==> src/rtl/pipeline_hazard_ctrl_if.sv <==
// Fill-port handshake between the I/D cache miss handlers, external memory and the hazard controller.
interface pipeline_hazard_ctrl_if;
  logic i_fill_req_i;
  logic d_fill_req_i;
  logic mem_done_i;
  logic i_fill_grant_o;
  logic d_fill_grant_o;

  // Requester/memory side
  modport master (
    output i_fill_req_i, d_fill_req_i, mem_done_i,
    input  i_fill_grant_o, d_fill_grant_o
  );

  // Controller side
  modport slave (
    input  i_fill_req_i, d_fill_req_i, mem_done_i,
    output i_fill_grant_o, d_fill_grant_o
  );
endinterface

==> src/rtl/pipeline_hazard_ctrl.sv <==
// Stall/flush controller for the 5-stage pipeline with D-priority fill arbitration and a fill watchdog.
// Optional 64-bit perf counters are built when HAZARD_PERF_CNT_EN is defined.
module pipeline_hazard_ctrl #(
  parameter int unsigned REG_ADDR_W = 5,
  parameter int unsigned WAIT_CNT_W = 8
) (
  input  logic                  clk_i,
  input  logic                  arst_i,
  pipeline_hazard_ctrl_if.slave fill,
  input  logic                  load_ex_i,
  input  logic [REG_ADDR_W-1:0] rd_ex_i,
  input  logic [REG_ADDR_W-1:0] rs1_id_i,
  input  logic [REG_ADDR_W-1:0] rs2_id_i,
  input  logic                  branch_mispred_i,
  output logic                  stall_if_o,
  output logic                  stall_id_o,
  output logic                  stall_ex_o,
  output logic                  stall_mem_o,
  output logic                  stall_wb_o,
  output logic                  flush_id_o,
  output logic                  flush_ex_o,
  output logic                  fill_timeout_o,
  output logic [63:0]           stall_cycles_o,
  output logic [63:0]           flush_count_o
);

  localparam int unsigned PERF_W = 64;

  typedef enum logic [1:0] {
    IDLE    = 2'd0,
    FILL_D  = 2'd1,
    FILL_I  = 2'd2,
    RELEASE = 2'd3
  } state_t;

  state_t                state_q, state_d;
  logic [WAIT_CNT_W-1:0] wdog_q, wdog_d;
  logic                  in_fill;
  logic                  enter_fill;
  logic                  mem_stall;
  logic                  load_use;

  always_ff @(posedge clk_i or posedge arst_i) begin
    if (arst_i) state_q <= IDLE;
    else        state_q <= state_d;
  end

  always_comb begin
    state_d = state_q;
    unique case (state_q)
      IDLE: begin
        if (fill.d_fill_req_i)      state_d = FILL_D;
        else if (fill.i_fill_req_i) state_d = FILL_I;
      end
      FILL_D, FILL_I: if (fill.mem_done_i) state_d = RELEASE;
      RELEASE:        state_d = IDLE;
      default:        state_d = IDLE;
    endcase
  end

  // Grants are flopped from the next state so they are valid on the first cycle of a fill.
  always_ff @(posedge clk_i or posedge arst_i) begin
    if (arst_i) begin
      fill.i_fill_grant_o <= 1'b0;
      fill.d_fill_grant_o <= 1'b0;
    end else begin
      fill.i_fill_grant_o <= (state_d == FILL_I);
      fill.d_fill_grant_o <= (state_d == FILL_D);
    end
  end

  assign in_fill    = (state_q == FILL_D) || (state_q == FILL_I);
  assign enter_fill = (state_q == IDLE) && (state_d != IDLE);

  // Watchdog restarts on each fill and saturates; the FSM itself keeps waiting on timeout.
  always_comb begin
    wdog_d = wdog_q;
    if (enter_fill)                                 wdog_d = '0;
    else if (in_fill && (wdog_q != {WAIT_CNT_W{1'b1}})) wdog_d = wdog_q + WAIT_CNT_W'(1);
  end

  always_ff @(posedge clk_i or posedge arst_i) begin
    if (arst_i) begin
      wdog_q         <= '0;
      fill_timeout_o <= 1'b0;
    end else begin
      wdog_q <= wdog_d;
      if (in_fill && (wdog_d == {WAIT_CNT_W{1'b1}})) fill_timeout_o <= 1'b1;
    end
  end

  assign mem_stall = fill.i_fill_req_i | fill.d_fill_req_i | (state_q != IDLE);
  assign load_use  = load_ex_i && (rd_ex_i != '0) &&
                     ((rd_ex_i == rs1_id_i) || (rd_ex_i == rs2_id_i));

  // Memory stall freezes everything; mispredict outranks load-use since the load is wrong-path.
  always_comb begin
    stall_if_o  = 1'b0;
    stall_id_o  = 1'b0;
    stall_ex_o  = 1'b0;
    stall_mem_o = 1'b0;
    stall_wb_o  = 1'b0;
    flush_id_o  = 1'b0;
    flush_ex_o  = 1'b0;
    if (mem_stall) begin
      stall_if_o  = 1'b1;
      stall_id_o  = 1'b1;
      stall_ex_o  = 1'b1;
      stall_mem_o = 1'b1;
      stall_wb_o  = 1'b1;
    end else if (branch_mispred_i) begin
      flush_id_o = 1'b1;
      flush_ex_o = 1'b1;
    end else if (load_use) begin
      stall_if_o = 1'b1;
      stall_id_o = 1'b1;
      flush_ex_o = 1'b1;
    end
  end

`ifdef HAZARD_PERF_CNT_EN
  logic [PERF_W-1:0] stall_cnt_q;
  logic [PERF_W-1:0] flush_cnt_q;

  always_ff @(posedge clk_i or posedge arst_i) begin
    if (arst_i) begin
      stall_cnt_q <= '0;
      flush_cnt_q <= '0;
    end else begin
      if (stall_wb_o) stall_cnt_q <= stall_cnt_q + PERF_W'(1);
      if (flush_id_o) flush_cnt_q <= flush_cnt_q + PERF_W'(1);
    end
  end

  assign stall_cycles_o = stall_cnt_q;
  assign flush_count_o  = flush_cnt_q;
`else
  assign stall_cycles_o = PERF_W'(0);
  assign flush_count_o  = PERF_W'(0);
`endif

endmodule

==> src/flat_wrapper.sv <==
// flat-port wrapper written by rule: the top's interface ports become plain ports
module pipeline_hazard_ctrl_flat 
#(
  parameter int unsigned REG_ADDR_W = 5,
  parameter int unsigned WAIT_CNT_W = 8
)
  (clk_i, arst_i, load_ex_i, rd_ex_i, rs1_id_i, rs2_id_i, branch_mispred_i, stall_if_o, stall_id_o, stall_ex_o, stall_mem_o, stall_wb_o, flush_id_o, flush_ex_o, fill_timeout_o, stall_cycles_o, flush_count_o, fill_i_fill_req_i, fill_d_fill_req_i, fill_mem_done_i, fill_i_fill_grant_o, fill_d_fill_grant_o);
  pipeline_hazard_ctrl_if fill_i ();
  input  logic clk_i;
  input  logic arst_i;
  input  logic load_ex_i;
  input  logic [REG_ADDR_W-1:0] rd_ex_i;
  input  logic [REG_ADDR_W-1:0] rs1_id_i;
  input  logic [REG_ADDR_W-1:0] rs2_id_i;
  input  logic branch_mispred_i;
  output logic stall_if_o;
  output logic stall_id_o;
  output logic stall_ex_o;
  output logic stall_mem_o;
  output logic stall_wb_o;
  output logic flush_id_o;
  output logic flush_ex_o;
  output logic fill_timeout_o;
  output logic [63:0] stall_cycles_o;
  output logic [63:0] flush_count_o;
  input wire logic [$bits(fill_i.i_fill_req_i)-1:0] fill_i_fill_req_i;
  input wire logic [$bits(fill_i.d_fill_req_i)-1:0] fill_d_fill_req_i;
  input wire logic [$bits(fill_i.mem_done_i)-1:0] fill_mem_done_i;
  output wire logic [$bits(fill_i.i_fill_grant_o)-1:0] fill_i_fill_grant_o;
  output wire logic [$bits(fill_i.d_fill_grant_o)-1:0] fill_d_fill_grant_o;
  assign fill_i.i_fill_req_i = fill_i_fill_req_i;
  assign fill_i.d_fill_req_i = fill_d_fill_req_i;
  assign fill_i.mem_done_i = fill_mem_done_i;
  assign fill_i_fill_grant_o = fill_i.i_fill_grant_o;
  assign fill_d_fill_grant_o = fill_i.d_fill_grant_o;
  pipeline_hazard_ctrl #(.REG_ADDR_W(REG_ADDR_W), .WAIT_CNT_W(WAIT_CNT_W)) u_core (.clk_i(clk_i), .arst_i(arst_i), .fill(fill_i), .load_ex_i(load_ex_i), .rd_ex_i(rd_ex_i), .rs1_id_i(rs1_id_i), .rs2_id_i(rs2_id_i), .branch_mispred_i(branch_mispred_i), .stall_if_o(stall_if_o), .stall_id_o(stall_id_o), .stall_ex_o(stall_ex_o), .stall_mem_o(stall_mem_o), .stall_wb_o(stall_wb_o), .flush_id_o(flush_id_o), .flush_ex_o(flush_ex_o), .fill_timeout_o(fill_timeout_o), .stall_cycles_o(stall_cycles_o), .flush_count_o(flush_count_o));
endmodule
==> config.mk <==
export PLATFORM = sky130hd
export DESIGN_NAME = pipeline_hazard_ctrl_flat
export DESIGN_NICKNAME = d
export VERILOG_FILES = /design/src/rtl/pipeline_hazard_ctrl_if.sv /design/src/rtl/pipeline_hazard_ctrl.sv /design/src/flat_wrapper.sv
export SDC_FILE = /design/constraint.sdc
export NUM_CORES = 1
export LEC_CHECK = 0
export CAP_MARGIN = 20
export CELL_PAD_IN_SITES_DETAIL_PLACEMENT = 1
export CELL_PAD_IN_SITES_GLOBAL_PLACEMENT = 1
export CORE_MARGIN = 2
export CORE_UTILIZATION = 23
export CTS_CLUSTER_SIZE = 25
export DETAILED_ROUTE_END_ITERATION = 7
export PLACE_DENSITY = 0.88
export RECOVER_POWER = 50
export SYNTH_ARGS = -nofsm -noshare
export SYNTH_HDL_FRONTEND = slang
export SYNTH_SLANG_ARGS = --single-unit
==> constraint.sdc <==
create_clock -name clk_i -period 4.8 [get_ports clk_i]
set_clock_uncertainty 0.2 [all_clocks]
set_input_delay 1.2 -clock clk_i [delete_from_list [all_inputs] [get_ports clk_i]]
set_output_delay 1.2 -clock clk_i [all_outputs]
set_load 0.05 [all_outputs]
Word level (Yosys, flattened, before mapping)
Cells that the tools add are included.
{"block": "op_classes", "addsub": 1, "multipliers": 0, "div_mod_pow": 0, "magnitude_cmp": 0, "n_eq_ne": 9, "shift": 0, "muxes": 14, "bitwise_logic": 2, "n_reduce_logical": 12}
{"op": "8-bit 2-to-1 mux", "n": 2}
{"op": "5-bit equality test", "n": 2}
{"op": "8-bit by 1-bit adder with 8-bit output (second input constant)", "n": 1}
{"op": "8-bit equality test (second input constant)", "n": 1}
{"op": "1-bit 2-to-1 mux", "n": 8}
{"op": "8-bit inequality test (second input constant)", "n": 1}
{"op": "2-bit equality test (second input constant)", "n": 3}
{"op": "2-bit 2-to-1 mux", "n": 3}
{"op": "2-bit case mux with 3 select lines", "n": 1}
{"op": "1-bit logical AND", "n": 5}
{"op": "5-bit nonzero test", "n": 1}
{"op": "2-bit by 1-bit equality test with 1-bit output (second input constant)", "n": 2}
{"op": "2-bit nonzero test", "n": 2}
{"op": "2-bit zero test", "n": 1}
{"op": "1-bit logical OR", "n": 2}
{"op": "1-bit OR", "n": 2}
{"op": "2-bit OR reduction", "n": 1}
{"block": "totals", "reg_bits": 13, "latchBits": 0, "mem_bits_rw": 0, "rom_bits": 0, "wordCells": 43, "mem_count": 0}

Longest topological paths before layout
{"block": "logic_depth", "ltp_word": 8, "depth_mapped": 7, "depth_no_buf": 7}

Worst setup path after synthesis
Ideal clock, no wire load.
{"block": "synth_timing", "path_kind": "input to output", "from": "input port rd_ex_i[4]", "to": "output port stall_if_o", "arrival_time_ns": 3.278, "path_slack_ns": 0.122, "path_stages": 6, "n_path_buf": 1, "cell_sequence": "xnor2_1 > nand3_1 > nor3_1 > o221ai_1 > o21ai_0 > buf_4"}
{"block": "synth_via", "elab_chain_cells": 6, "elab_cells_between_ends": 9}
{"element": "start, declared", "line": "flat_wrapper.sv:12", "text": "input logic [REG_ADDR_W-1:0] rd_ex_i;"}
{"element": "5-bit equality test / 5-bit nonzero test (equally long branches)", "line": "pipeline_hazard_ctrl.sv:94, pipeline_hazard_ctrl.sv:93"}
{"element": "1-bit logical OR / 1-bit logical AND (equally long branches)", "line": "pipeline_hazard_ctrl.sv:94, pipeline_hazard_ctrl.sv:93"}
{"element": "1-bit logical AND (*)", "line": "pipeline_hazard_ctrl.sv:93", "text": "assign load_use = load_ex_i && (rd_ex_i != '0) &&"}
{"element": "1-bit 2-to-1 mux (*) (3 in a row)"}
{"element": "end, declared", "line": "flat_wrapper.sv:16", "text": "output logic stall_if_o;"}
Mark *: on every way between the ends. The rest lies on a longest branch, timed or not.

Worst setup path in the final report
{"block": "layout_timing", "from": "input port rd_ex_i[2]", "to": "output port stall_if_o"}
{"block": "layout_via", "elab_chain_cells": 6, "elab_cells_between_ends": 9}
{"element": "5-bit equality test / 5-bit nonzero test (equally long branches)", "line": "pipeline_hazard_ctrl.sv:94, pipeline_hazard_ctrl.sv:93"}
{"element": "1-bit logical OR / 1-bit logical AND (equally long branches)", "line": "pipeline_hazard_ctrl.sv:94, pipeline_hazard_ctrl.sv:93"}
{"element": "1-bit logical AND (*)", "line": "pipeline_hazard_ctrl.sv:93"}
{"element": "1-bit 2-to-1 mux (*)", "line": "pipeline_hazard_ctrl.sv:114", "text": "end else if (load_use) begin"}
{"element": "1-bit 2-to-1 mux (*)", "line": "pipeline_hazard_ctrl.sv:111", "text": "end else if (branch_mispred_i) begin"}
{"element": "1-bit 2-to-1 mux (*)", "line": "pipeline_hazard_ctrl.sv:105", "text": "if (mem_stall) begin"}
Marked as above.

==> flow_metrics.env <==
export IMPL_worstSetupPathType="in -> out"
export IMPL_ys_types=31
export IMPL_grt_max_degree=14
export IMPL_grt_pass1_wl_um=4550
export IMPL_totalWireLength_um=3370
export IMPL_slew_headroom=0.572
export IMPL_insertion_delay_ps=250
export IMPL_start_util=0.237
export IMPL_period_minus_slack_ps=4520
export IMPL_hold_path_cell_count=1
export IMPL_worstHoldStart="u_core.fill_timeout_o"
export IMPL_hold_path_class="reg -> reg"
export IMPL_synth_top_area_share=0.537
export IMPL_synth_mux_area_frac=0.00546
export IMPL_avgRoutedWirePerCell_um=9.50
export IMPL_synth_most_common_cell="buf_4"
export IMPL_cts_hold_buf=0
export IMPL_reg2reg_to="u_core.fill_timeout_o"
export IMPL_coreArea_mm2=0.00773
export IMPL_synth_edff_count=0
export IMPL_fillers=958
export IMPL_p_total_mw=0.791
export IMPL_outcome="finished clean"
export IMPL_viasPerCell=3.27
export IMPL_syn_area_per_cell_um2=8.21
export IMPL_synth_seq_cells=13
export IMPL_max_freq_ghz=0.221
export IMPL_first_iter_violations=40
export IMPL_fin_nets=278
export IMPL_final_util=0.236
export IMPL_maxCapViolations=0
export IMPL_route_detailed_drc=0
export IMPL_p_leak_nw=0.954
export IMPL_grt_pass1_vias=1015
export IMPL_timing_rr_start="u_core.state_q[1]"
export IMPL_port_buffers=31
export IMPL_htree_num_levels=1
export IMPL_tightest_slew_ps=635
export IMPL_die_y_um=93.2
export IMPL_cts_resized=0
export IMPL_synth_adder_area_share=0.0137
export IMPL_r2r_cells=7
export IMPL_yosys_area_share_simple=0.118
export IMPL_place_detailed_hpwl_um=2880
export IMPL_rows=32
export IMPL_finalSetupViolCount=0
export IMPL_antenna_found_initial=0
export IMPL_syn_area_mm2=0.00183
export IMPL_start_kind="primary input"
export IMPL_synth_area_leaders="buf_4 54%, dfrtp_1 18%, xor2_1 3.3%"
export IMPL_fin_hold_ws_ps=294
export IMPL_end_kind="output port"
export IMPL_vias=1160
export IMPL_post_cts_buffers=0
export IMPL_totalNegativeSetupSlack_ps=0
export IMPL_cts_sinks=13
export IMPL_critical_path_arrival_ps=3120
export IMPL_clockRootBuffer="clkbuf_8"
export IMPL_io_pins=160
export IMPL_synth_warnings=0
export IMPL_synthToLayoutAreaGrowth_pct=-0.546
export IMPL_yosys_area_top_type="buf_4"
export IMPL_cp_max_fo=3
export IMPL_peakVddDrop_mv=0.143
export IMPL_cts_made_buffers=3
export IMPL_synthArstFlopShare=1.00
export IMPL_synthCells=223
export IMPL_ys_flop_type="dfrtp_1"
export IMPL_rsz0062_at_grt="false"
export IMPL_period_share=0.941
export IMPL_synth_xor_area_frac=0.0622
export IMPL_die_area_mm2=0.00869
export IMPL_reg2reg_setup_slack_ps=2710
export IMPL_worstPathRequired_ps=3400
export IMPL_grt_ovfl_total=0
export IMPL_clockBufferDepth=2
export IMPL_hold_end="u_core.fill_timeout_o"
export IMPL_grt_usage=0.0686
export IMPL_powerDensity_mw_per_mm2=434
export IMPL_yosys_top_cells_count="131 x buf_4, 13 x dfrtp_1, 11 x nor2_1"
export IMPL_drt_pass1_iter_count=4
export IMPL_drive_gt1_frac=0.0356
export IMPL_dieWidth_um=93.2
export IMPL_finalMaxSlewViolations=0
export IMPL_ant_nets=0
export IMPL_num_antenna_cells=0
export IMPL_synth_compound_area_share=0.0717
export IMPL_place_congestion=0.742
export IMPL_cts_tree="done"
export IMPL_ys_seq_area_frac=0.178
export IMPL_clk_pin_slew_ps=60
export IMPL_synth_top_family_by_area="buffers and inverters"
export IMPL_hold_viol_final=0
[cell families after synthesis]
group	count (synthesis)
AOI/OAI and AO/OA	16
xor gates and xnor gates	13
adders and majority gates	2
buffers and inverters	137
DFF	13
muxes	1
other	1
and+or+nand+nor	40
[worst max-delay path, stage by stage]
cell,delay [ps]
clkdlybuf4s50_1,540
xnor2_1,140
nand3_1,110
nor3_1,200
o221ai_1,160
o21ai_0,540
buf_12,220
[layout by cell type, fill, tap and decap left out, types with 2 or more instances in the layout]
cell type	instances
conb_1	128
clkdlybuf4s50_1	25
ha_1	2
dfrtp_1	13
a31oi_1	2
xor2_1	7
nor2b_1	6
o21ai_0	4
and4_1	2
buf_12	3
nand4_1	2
and3_1	2
nand2_1	5
xnor2_1	6
nor3_1	3
nor2_1	11
clkbuf_8	3
inv_1	5
nand3_1	6
dlygate4sd3_1	2
a21oi_1	2
[state kept, by name, summed over array words and instances, names as in the netlist]
register / flops
u_core.wdog_q: 8
u_core.fill.d_fill_grant_o: 1
u_core.fill_timeout_o: 1
u_core.fill.i_fill_grant_o: 1
u_core.state_q: 2
[final cells by class]
type	count	area (µm²)	share of cell area
timing repair buffer	31	338	0.185
multi-input combinational	200	967	0.531
tap	102	128	0.0701
sequential	13	325	0.179
clock buffer	4	45.0	0.0247
inverter	5	18.8	0.0103
[through the flow]
step / cell area [µm²] / instances / worst slack, ps
after global placement: 1790 / 351 / 319
after floorplan: 2310 / 350 / 122
after detailed placement: 1790 / 351 / 267
after CTS: 1830 / 355 / 246
after global routing: 1820 / 355 / 123
final: 1820 / 355 / 285
[power breakdown]
| group | internal, mW | switching [mW] | total [mW] |
|---|---|---|---|
| sequential | 0.139 | 0.0225 | 0.162 |
| combinational | 0.127 | 0.403 | 0.530 |
| clock | 0.0587 | 0.0408 | 0.0995 |
| total | 0.325 | 0.467 | 0.791 |
[worst max path at each step]
| stage | start | to | slack, ps | cells after the start |
|---|---|---|---|---|
| floorplan | rd_ex_i[4] | stall_if_o | 120 | 6 |
| global placement | rd_ex_i[2] | stall_id_o | 320 | 7 |
| detailed placement | rd_ex_i[2] | stall_if_o | 270 | 7 |
| CTS | rd_ex_i[2] | stall_if_o | 250 | 7 |
| global route | rd_ex_i[2] | stall_if_o | 120 | 7 |
| finish | rd_ex_i[2] | stall_if_o | 280 | 7 |
[metal layers]
| layer | vias up | GRT usage | wire length [µm] |
|---|---|---|---|
| li1 | 519 | - | - |
| met1 | 547 | 0.0529 | 924 |
| met2 | 90 | 0.144 | 2020 |
| met3 | 4 | 0.0145 | 347 |
| met4 | 0 | 0.0478 | 80 |
| met5 | - | 0 | 0 |
Note: power is estimated with default switching activity, not from simulation.
